`config.mk`:
```
export PLATFORM = sky130hd
export DESIGN_NAME = mips_mc_control
export DESIGN_NICKNAME = d
export VERILOG_FILES = /design/src/rtl/mips_pkg.sv /design/src/rtl/mips_mc_outdec.sv /design/src/rtl/mips_mc_control.sv
export SDC_FILE = /design/constraint.sdc
export NUM_CORES = 1
export LEC_CHECK = 0
export BUFFER_PORTS_ARGS = -buffer_cell sky130_fd_sc_hd__buf_2
export CORE_MARGIN = 1.5
export CORE_UTILIZATION = 43
export DETAILED_ROUTE_END_ITERATION = 8
export HOLD_SLACK_MARGIN = 0.1
export PLACE_DENSITY = 0.77
export SYNTH_ARGS = -nofsm -noshare
export SYNTH_HDL_FRONTEND = slang
export SYNTH_SLANG_ARGS = --single-unit
```
`constraint.sdc`:
```
create_clock -name clk -period 1.3 [get_ports clk]
set_input_delay 0 -clock clk [delete_from_list [all_inputs] [get_ports clk]]
set_output_delay 0 -clock clk [all_outputs]
set_load 0.02 [all_outputs]
```
`src/rtl/mips_pkg.sv`:
```
// Shared opcode, ALUOp, mux-select and state encodings for the multi-cycle MIPS core.
// Used by the main control FSM, the ALU control decoder and the datapath top.
package mips_pkg;

  localparam logic [5:0] OP_RTYPE = 6'b000000;
  localparam logic [5:0] OP_J     = 6'b000010;
  localparam logic [5:0] OP_BEQ   = 6'b000100;
  localparam logic [5:0] OP_ADDI  = 6'b001000;
  localparam logic [5:0] OP_LW    = 6'b100011;
  localparam logic [5:0] OP_SW    = 6'b101011;

  localparam logic [1:0] ALUOP_ADD   = 2'b00;
  localparam logic [1:0] ALUOP_SUB   = 2'b01;
  localparam logic [1:0] ALUOP_FUNCT = 2'b10;

  localparam logic [1:0] SRCB_B       = 2'b00;
  localparam logic [1:0] SRCB_FOUR    = 2'b01;
  localparam logic [1:0] SRCB_IMM     = 2'b10;
  localparam logic [1:0] SRCB_IMM_SH2 = 2'b11;

  localparam logic [1:0] PCSRC_ALU    = 2'b00;
  localparam logic [1:0] PCSRC_ALUOUT = 2'b01;
  localparam logic [1:0] PCSRC_JUMP   = 2'b10;

  localparam logic [3:0] S_FETCH  = 4'd0;
  localparam logic [3:0] S_DECODE = 4'd1;
  localparam logic [3:0] S_MEMADR = 4'd2;
  localparam logic [3:0] S_MEMRD  = 4'd3;
  localparam logic [3:0] S_MEMWB  = 4'd4;
  localparam logic [3:0] S_MEMWR  = 4'd5;
  localparam logic [3:0] S_EXEC   = 4'd6;
  localparam logic [3:0] S_ALUWB  = 4'd7;
  localparam logic [3:0] S_BRANCH = 4'd8;
  localparam logic [3:0] S_ADDIEX = 4'd9;
  localparam logic [3:0] S_ADDIWB = 4'd10;
  localparam logic [3:0] S_JUMP   = 4'd11;

  typedef struct packed {
    logic       pc_write;
    logic       branch;
    logic       iord;
    logic       mem_read;
    logic       mem_write;
    logic       ir_write;
    logic       reg_dst;
    logic       mem_to_reg;
    logic       reg_write;
    logic       alu_src_a;
    logic [1:0] alu_src_b;
    logic [1:0] alu_op;
    logic [1:0] pc_src;
  } ctrl_t;

  function automatic logic op_legal(input logic [5:0] op);
    return (op == OP_RTYPE) || (op == OP_J) || (op == OP_BEQ) ||
           (op == OP_ADDI) || (op == OP_LW) || (op == OP_SW);
  endfunction

endpackage

```
`src/rtl/mips_mc_outdec.sv`:
```
// Combinational state -> control-word decode for the multi-cycle control FSM; zero latency.
// No backpressure of its own: FETCH only commits PC/IR when memory is ready.
module mips_mc_outdec
  import mips_pkg::*;
#(
  parameter int WAIT_ON_MEM = 1
) (
  input  logic [3:0] state,
  input  logic [5:0] opcode,
  input  logic       mem_ready,
  output ctrl_t      ctrl,
  output logic       illegal_op
);

  logic mem_go;
  assign mem_go = mem_ready || (WAIT_ON_MEM == 0);

  always_comb begin
    ctrl       = '0;
    illegal_op = 1'b0;
    case (state)
      S_FETCH: begin
        ctrl.mem_read  = 1'b1;
        ctrl.alu_src_b = SRCB_FOUR;
        ctrl.alu_op    = ALUOP_ADD;
        ctrl.pc_src    = PCSRC_ALU;
        // PC+4 and IR load only on the cycle the fetch actually completes
        ctrl.ir_write  = mem_go;
        ctrl.pc_write  = mem_go;
      end
      S_DECODE: begin
        ctrl.alu_src_b = SRCB_IMM_SH2;
        ctrl.alu_op    = ALUOP_ADD;
        illegal_op     = !op_legal(opcode);
      end
      S_MEMADR, S_ADDIEX: begin
        ctrl.alu_src_a = 1'b1;
        ctrl.alu_src_b = SRCB_IMM;
        ctrl.alu_op    = ALUOP_ADD;
      end
      S_MEMRD: begin
        ctrl.iord     = 1'b1;
        ctrl.mem_read = 1'b1;
      end
      S_MEMWB: begin
        ctrl.mem_to_reg = 1'b1;
        ctrl.reg_write  = 1'b1;
      end
      S_MEMWR: begin
        ctrl.iord      = 1'b1;
        ctrl.mem_write = 1'b1;
      end
      S_EXEC: begin
        ctrl.alu_src_a = 1'b1;
        ctrl.alu_src_b = SRCB_B;
        ctrl.alu_op    = ALUOP_FUNCT;
      end
      S_ALUWB: begin
        ctrl.reg_dst   = 1'b1;
        ctrl.reg_write = 1'b1;
      end
      S_BRANCH: begin
        ctrl.alu_src_a = 1'b1;
        ctrl.alu_src_b = SRCB_B;
        ctrl.alu_op    = ALUOP_SUB;
        ctrl.pc_src    = PCSRC_ALUOUT;
        ctrl.branch    = 1'b1;
      end
      S_ADDIWB: begin
        ctrl.reg_write = 1'b1;
      end
      S_JUMP: begin
        ctrl.pc_src   = PCSRC_JUMP;
        ctrl.pc_write = 1'b1;
      end
      default: ;
    endcase
  end

endmodule

```
`src/rtl/mips_mc_control.sv`:
```
// Moore main-control FSM for the multi-cycle MIPS core; outputs decode the current state, no register.
// Stalls in FETCH/MEMRD/MEMWR until mem_ready (unless WAIT_ON_MEM=0).
module mips_mc_control
  import mips_pkg::*;
#(
  parameter int WAIT_ON_MEM = 1
) (
  input  logic       clk,
  input  logic       rst,
  input  logic [5:0] opcode,
  input  logic       zero,
  input  logic       mem_ready,
  output logic       pc_en,
  output logic       iord,
  output logic       mem_read,
  output logic       mem_write,
  output logic       ir_write,
  output logic       reg_dst,
  output logic       mem_to_reg,
  output logic       reg_write,
  output logic       alu_src_a,
  output logic [1:0] alu_src_b,
  output logic [1:0] alu_op,
  output logic [1:0] pc_src,
  output logic       illegal_op,
  output logic [3:0] state
);

  logic [3:0] state_q;
  logic [3:0] state_nxt;
  logic       mem_go;
  ctrl_t      ctrl;

  assign mem_go = mem_ready || (WAIT_ON_MEM == 0);

  always_comb begin
    state_nxt = S_FETCH;
    case (state_q)
      S_FETCH:  state_nxt = mem_go ? S_DECODE : S_FETCH;
      S_DECODE: begin
        case (opcode)
          OP_LW, OP_SW: state_nxt = S_MEMADR;
          OP_RTYPE:     state_nxt = S_EXEC;
          OP_BEQ:       state_nxt = S_BRANCH;
          OP_ADDI:      state_nxt = S_ADDIEX;
          OP_J:         state_nxt = S_JUMP;
          default:      state_nxt = S_FETCH;
        endcase
      end
      S_MEMADR: state_nxt = (opcode == OP_LW) ? S_MEMRD : S_MEMWR;
      S_MEMRD:  state_nxt = mem_go ? S_MEMWB : S_MEMRD;
      S_MEMWR:  state_nxt = mem_go ? S_FETCH : S_MEMWR;
      S_EXEC:   state_nxt = S_ALUWB;
      S_ADDIEX: state_nxt = S_ADDIWB;
      default:  state_nxt = S_FETCH;
    endcase
  end

  always_ff @(posedge clk or posedge rst) begin
    if (rst) state_q <= S_FETCH;
    else     state_q <= state_nxt;
  end

  mips_mc_outdec #(
    .WAIT_ON_MEM(WAIT_ON_MEM)
  ) u_outdec (
    .state      (state_q),
    .opcode     (opcode),
    .mem_ready  (mem_ready),
    .ctrl       (ctrl),
    .illegal_op (illegal_op)
  );

  assign pc_en      = ctrl.pc_write | (ctrl.branch & zero);
  assign iord       = ctrl.iord;
  assign mem_read   = ctrl.mem_read;
  assign mem_write  = ctrl.mem_write;
  assign ir_write   = ctrl.ir_write;
  assign reg_dst    = ctrl.reg_dst;
  assign mem_to_reg = ctrl.mem_to_reg;
  assign reg_write  = ctrl.reg_write;
  assign alu_src_a  = ctrl.alu_src_a;
  assign alu_src_b  = ctrl.alu_src_b;
  assign alu_op     = ctrl.alu_op;
  assign pc_src     = ctrl.pc_src;
  assign state      = state_q;

endmodule

```
==> reports/qor.txt, run 1 <==
Rows -> 12
Pwr per Cell Area -> 1060 mW/mm²
Initial antenna violation count -> 0
Comb pwr share -> 0.686
CTS tree -> built
Leakage Power -> 0.523 nW
Seq/Total Area, Yosys -> 0.179
Fin. max-slew vios -> 0
Inserted Clock Buffers -> 3
Core area -> 0.00116 mm²
Worst-case reg-to-reg path depth -> 4
Worst setup margin -> -0.196 ns
Mapped Avg Cell Area -> 7.68 µm²
Starting Density -> 0.485
Die Footprint -> 0.00153 mm²
Slew @ Worst Pin -> 0.598 ns
Mapped Area -> 561 µm²
Clock-pin slew on the worst setup and hold paths -> 0.06 ns
Post-Syn Instances -> 73
Int Power -> 0.648 mW
Fmax -> 668 MHz
Vias in the first global route -> 764
H-tree depth -> 1
Max-slew headroom -> 0.598
Critical path origin -> state[3]
Max-cap viol count -> 0
Clock power share -> 0.169
DR vias/cell -> 7.25
Critical Path End Type -> primary output
Main synth FF type -> dfrtp_1
Netlist cell types -> 40
Routed len/inst -> 24.7 µm
Synth warnings -> 0
Hold crit path type -> in2reg
Post-synth EDFFs -> 0
Clk sinks -> 4
Layout cells sized above 1 -> 0.664
Data arrival time of the critical path -> 1.50 ns
Seq pwr share -> 0.145
Pre-antenna DRT Iters -> 5
HPWL after detailed placement -> 1.17 mm
Tot Pwr -> 1.16 mW
Sw Pwr -> 0.517 mW
Clock Skew -> 0.0194 ns
Fin crit period -> 1.50 ns
Max reg flops -> 4
Status -> complete, but fails checks
Failing checks -> negative setup slack
Reg2Reg Capture Point -> state[2]
Max IR drop VDD -> 0.000943 V
Number of port buffers -> 29
Antenna fix cells -> 0
Grt total ovfl -> 0
Area growth syn-to-layout -> 96.9%
DRC -> 0
Final setup fails -> 18
Routed Antenna Nets -> 0
Drt total wl -> 3.51 mm
Critical Path End -> reg_write
Post-synth ARST share -> 1.00
Total GRT Usage -> 0.352
Via Count -> 1,030
Clock root buffer -> clkbuf_4
Pre-CTS setup slack -> 0.00615 ns
Sw frac -> 0.444
First-pass GRT wire length -> 3.58 mm
RSZ-0062 raised after global routing -> true
Clk buf depth -> 2
Die Ht -> 39.1 µm
WS Path Type -> reg2out
Synth Register Bits -> 4
Critical R2R Launch -> state[0]
Hold wc startpoint -> opcode[5]
Placer Congestion -> 0.780
Pin count of the biggest net entering global routing -> 11
Latest clock arrival within the worst-skew pair -> 0.26 ns
Post-synth net total -> 83
Fin. Hold Viols -> 0
Type of origin of the critical path -> flip-flop
Die width -> 39.1 µm
Final period util -> 1.15
Drt first-iter violations -> 93
Nets@finish -> 139
Crit path max fanout -> 5
R2r setup slk -> -0.10 ns
I/O pin cnt -> 30
CP required -> 1.30 ns
==> cell families (layout without fill, tap and decap cells) <==
kind of cell	Yosys count	count (layout)	share of synthesized area
AO/OA/AOI/OAI	17	17	0.228
XOR/XNOR	3	3	0.0469
buffers and inverters	9	64	0.109
flip-flops	4	4	0.179
multiplexers	2	2	0.0357
AND/OR/NAND/NOR	38	38	0.402
==> area by class of cell <==
class / count / area, µm²
Clock buffer: 4 / 26.3
Fill cell: 32 / 52.6
Inverter: 4 / 17.5
Multi-Input combinational cell: 60 / 480
Sequential cell: 4 / 105
Tap cell: 14 / 17.5
Timing Repair Buffer: 56 / 457
==> how the worst min path moves through the flow <==
stage               slack (ns)       end  cells after the start
global placement         -0.12  state[2]                      2
detailed placement       -0.12  state[2]                      2
global route              0.21  state[0]                      3
finish                    0.20  state[0]                      3
CTS                       0.12  state[3]                      4
floorplan                -0.23  state[0]                      1
==> synthesized netlist by cell type, drive strengths merged, types with 2 or more instances <==
library cell   n  area [µm²]
a21oi          2        13.8
and3           3        18.8
buf            5        43.8
dfrtp          4         100
inv            4        17.5
mux2i          2        20.0
nand2          3        11.3
nand2b         3        21.3
nor2          10        40.0
nor3           6        30.0
o2111ai        2        17.5
o211ai         2        15.0
o21ai          3        15.0
or2            2        12.5
xor2           2        17.5
==> layer usage <==
| layer | part of all wire | global-route usage | wire, µm |
|---|---|---|---|
| met1 | 0.34 | 0.377 | 1180 |
| met2 | 0.42 | 0.579 | 1490 |
| met3 | 0.15 | 0.0925 | 511 |
| met4 | 0.092 | 0.267 | 322 |
| met5 | 0 | 0 | 0 |
==> power by group through the flow <==
stage,sequential (mW),clock [mW],combinational [mW]
after global placement,0.168,0,0.469
after CTS,0.165,0.177,0.643
after floorplan,0.177,0,0.325
after global routing,0.170,0.199,0.818
final,0.169,0.196,0.799
after detailed placement,0.168,0,0.477
==> stage by stage <==
stage                      util  setup TNS (ns)  instances  hold WS [ns]  area (µm²)
after global routing      0.955           -2.04        142         0.213        1100
after CTS                 0.847          -0.553        135         0.119         980
final                     0.955           -1.80        142         0.204        1100
after detailed placement  0.657               0        118        -0.118         759
after global placement    0.657               0        118        -0.121         759
after floorplan               -         -0.0421         73        -0.234         591
==> layout by cell type, fill, tap and decap left out, types with 2 or more instances in the layout <==
cell type,n
mux2i_1,2
dfrtp_2,4
nor2_4,4
nor2_2,2
clkbuf_4,3
a21oi_2,2
nor3_2,2
nand2_2,2
and3_1,3
nor3_1,4
nor2_1,4
o21ai_0,2
nand2b_4,2
buf_4,21
or2_4,2
buf_2,15
o2111ai_1,2
xor2_1,2
inv_1,3
o211ai_1,2
buf_6,19
==> what timing repair did <==
item,in CTS,in global routing
gates cloned,0,1
gates resized for setup,32,22
hold buffers,1,0
endpoints found under the setup margin,16,18
buffers inserted,12,6
endpoints found under the hold margin,4,0
pin swaps,11,7
==> worst max-delay path, cell delays in order (launching register included) <==
cell      delay (ns)
dfrtp_2         0.44
buf_4           0.15
nand2b_4        0.17
mux2i_1         0.20
a21o_2          0.17
buf_6           0.11
(Power assumes the default switching activity.)
==> run 2, diff against run 1 <==
- REMOVE_ABC_BUFFERS: unset -> 1
==> run 2 against run 1 <==
  * The run still ends with negative setup slack left
  * Die area stayed put
  * Register-to-register slack worse by 0.07 ns
  * Sequential cell count stayed put
  * Clock skew is 0.017 ns lower
  * Highest routed layer unchanged
==> reports/qor.txt, run 2 (synthesis gave the netlist of run 1 again) <==
Hold wc startpoint -> opcode[4]
Rows -> 12
Final Core Density -> 0.831
Top cell family by delay on the critical path -> simple AND/OR/NAND/NOR gates
Failing checks -> negative setup slack
Grt total ovfl -> 0
Worst-case reg-to-reg path depth -> 4
Routed len/inst -> 16.6 µm
R2r setup slk -> -0.17 ns
Clock Skew -> 0.00208 ns
Critical path origin -> state[2]
Final setup fails -> 11
Antenna fix cells -> 0
Pre-antenna DRT Iters -> 4
Latest clock arrival within the worst-skew pair -> 0.23 ns
HPWL after detailed placement -> 1.24 mm
Worst path bufs/invs -> 1
DRC -> 0
Pin count of the biggest net entering global routing -> 10
Hold crit path type -> in2reg
Data arrival time of the critical path -> 1.61 ns
Pwr per Cell Area -> 999 mW/mm²
Leading cell types in the layout, fill and taps excluded -> buf_4 (19), buf_2 (18), buf_6 (9)
Inserted Clock Buffers -> 3
Crit path max fanout -> 3
DR vias/cell -> 5.93
WS Path Type -> reg2reg
Type of origin of the critical path -> flip-flop
Critical Path Max Stage Delay -> 0.52 ns
Fin crit period -> 1.47 ns
Max reg flops -> 4
Worst setup margin -> -0.166 ns
Via Count -> 783
Leakage Power -> 0.460 nW
Placer Congestion -> 0.833
Core area -> 0.00116 mm²
Die Ht -> 39.1 µm
CP Cell Sequence -> buf_4, nor4b_1, nand3_1, o2111ai_1
Total GRT Usage -> 0.285
Drt total wl -> 2.20 mm
Area growth syn-to-layout -> 71.4%
Routed Antenna Nets -> 0
Hold_ws -> 0.164 ns
CP max-delay cell -> nor4b_1
Status -> complete, but fails checks
Number of port buffers -> 29
Drt first-iter violations -> 50
Clk sinks -> 4
Layout cells sized above 1 -> 0.593
Nets@finish -> 130
Initial antenna violation count -> 0
Final period util -> 1.13
Fin. Hold Viols -> 0
Clk buf depth -> 2
Clock root buffer -> clkbuf_4
I/O pin cnt -> 30
Clock-pin slew on the worst setup and hold paths -> 0.04 ns
First-pass GRT wire length -> 2.95 mm
Fmax -> 682 MHz
CTS tree -> built
CP required -> 1.44 ns
Hold Crit Endpoint -> state[2]
Vias in the first global route -> 686
Critical Path End Type -> flip-flop
Most common cell after layout, fill and taps aside -> buf_4
Starting Density -> 0.485
Max-cap viol count -> 0
Max IR drop VDD -> 0.000550 V
WHS Path Cells -> 4
Max-slew headroom -> 0.624
H-tree depth -> 1
Slew @ Worst Pin -> 0.557 ns
Reg2Reg Capture Point -> state[1]
Fin. max-slew vios -> 0
RSZ-0062 raised after global routing -> true
Die width -> 39.1 µm
Die Footprint -> 0.00153 mm²
Critical R2R Launch -> state[2]
[run 2: cell types whose count changed in the layout (fill, tap and decap cells not counted), moves of 2 or more]
cell	before	now
nor2_4	4	0
buf_6	19	9
buf_2	15	18
buf_4	21	19
nor2_1	4	8
[run 2: area by class of cell]
cell class	count	area, µm²
timing repair buffer	47	344
fill	63	195
sequential	4	104
clock buffer	3	22.5
inverter	4	17.5
multi-input combinational	60	455
tap	14	17.5
[run 2: layer usage]
| metal | GRT usage | share of wire | up-vias |
|---|---|---|---|
| met3 | 0 | 0.049 | 4 |
| met4 | 0.172 | 0.0096 | 0 |
| li1 | - | - | 361 |
| met2 | 0.483 | 0.53 | 43 |
| met5 | 0 | 0 | - |
| met1 | 0.356 | 0.41 | 375 |
[run 2: per-stage QoR]
| stage | cell area (µm²) | power, mW | instances | setup slack (ns) | TNS [ns] |
|---|---|---|---|---|---|
| after floorplan | 517 | 0.442 | 68 | -0.155 | -0.716 |
| after global placement | 732 | 0.601 | 118 | 0.0183 | 0 |
| after detailed placement | 732 | 0.613 | 118 | -0.0109 | -0.0109 |
| after CTS | 890 | 0.869 | 131 | -0.0755 | -0.379 |
| after global routing | 961 | 1.02 | 132 | -0.207 | -1.55 |
| final | 961 | 0.960 | 132 | -0.166 | -0.883 |
[run 2: power by group]
part           leakage, nW  switching, mW  internal (mW)  total (mW)
Clock               0.0138         0.0488          0.103       0.152
Sequential          0.0495         0.0273          0.141       0.168
Combinational        0.396          0.333          0.307       0.640
[run 2: how the worst max path moves through the flow]
stage,slack (ns),depth (start not counted),end
after floorplan,-0.15,3,state[2]
after global placement,0.02,3,state[2]
after detailed placement,-0.01,3,state[2]
after CTS,-0.08,4,alu_src_b[1]
after global routing,-0.21,4,state[1]
final,-0.17,4,state[1]
[run 2: tightest hold or removal path, cell delays in order]
cell,delay (ns)
buf_2,0.11
nor3_1,0.06
nand2_1,0.06
a221o_1,0.13
[run 2: repair_timing]
item                                    in CTS  in global routing
endpoints found under the hold margin        4                  0
hold buffers                                 1                  0
pin swaps                                    4                  4
gates cloned                                 1                  1
gates resized for setup                     19                 20
setup buffers                                8                  0
endpoints found under the setup margin      17                 17
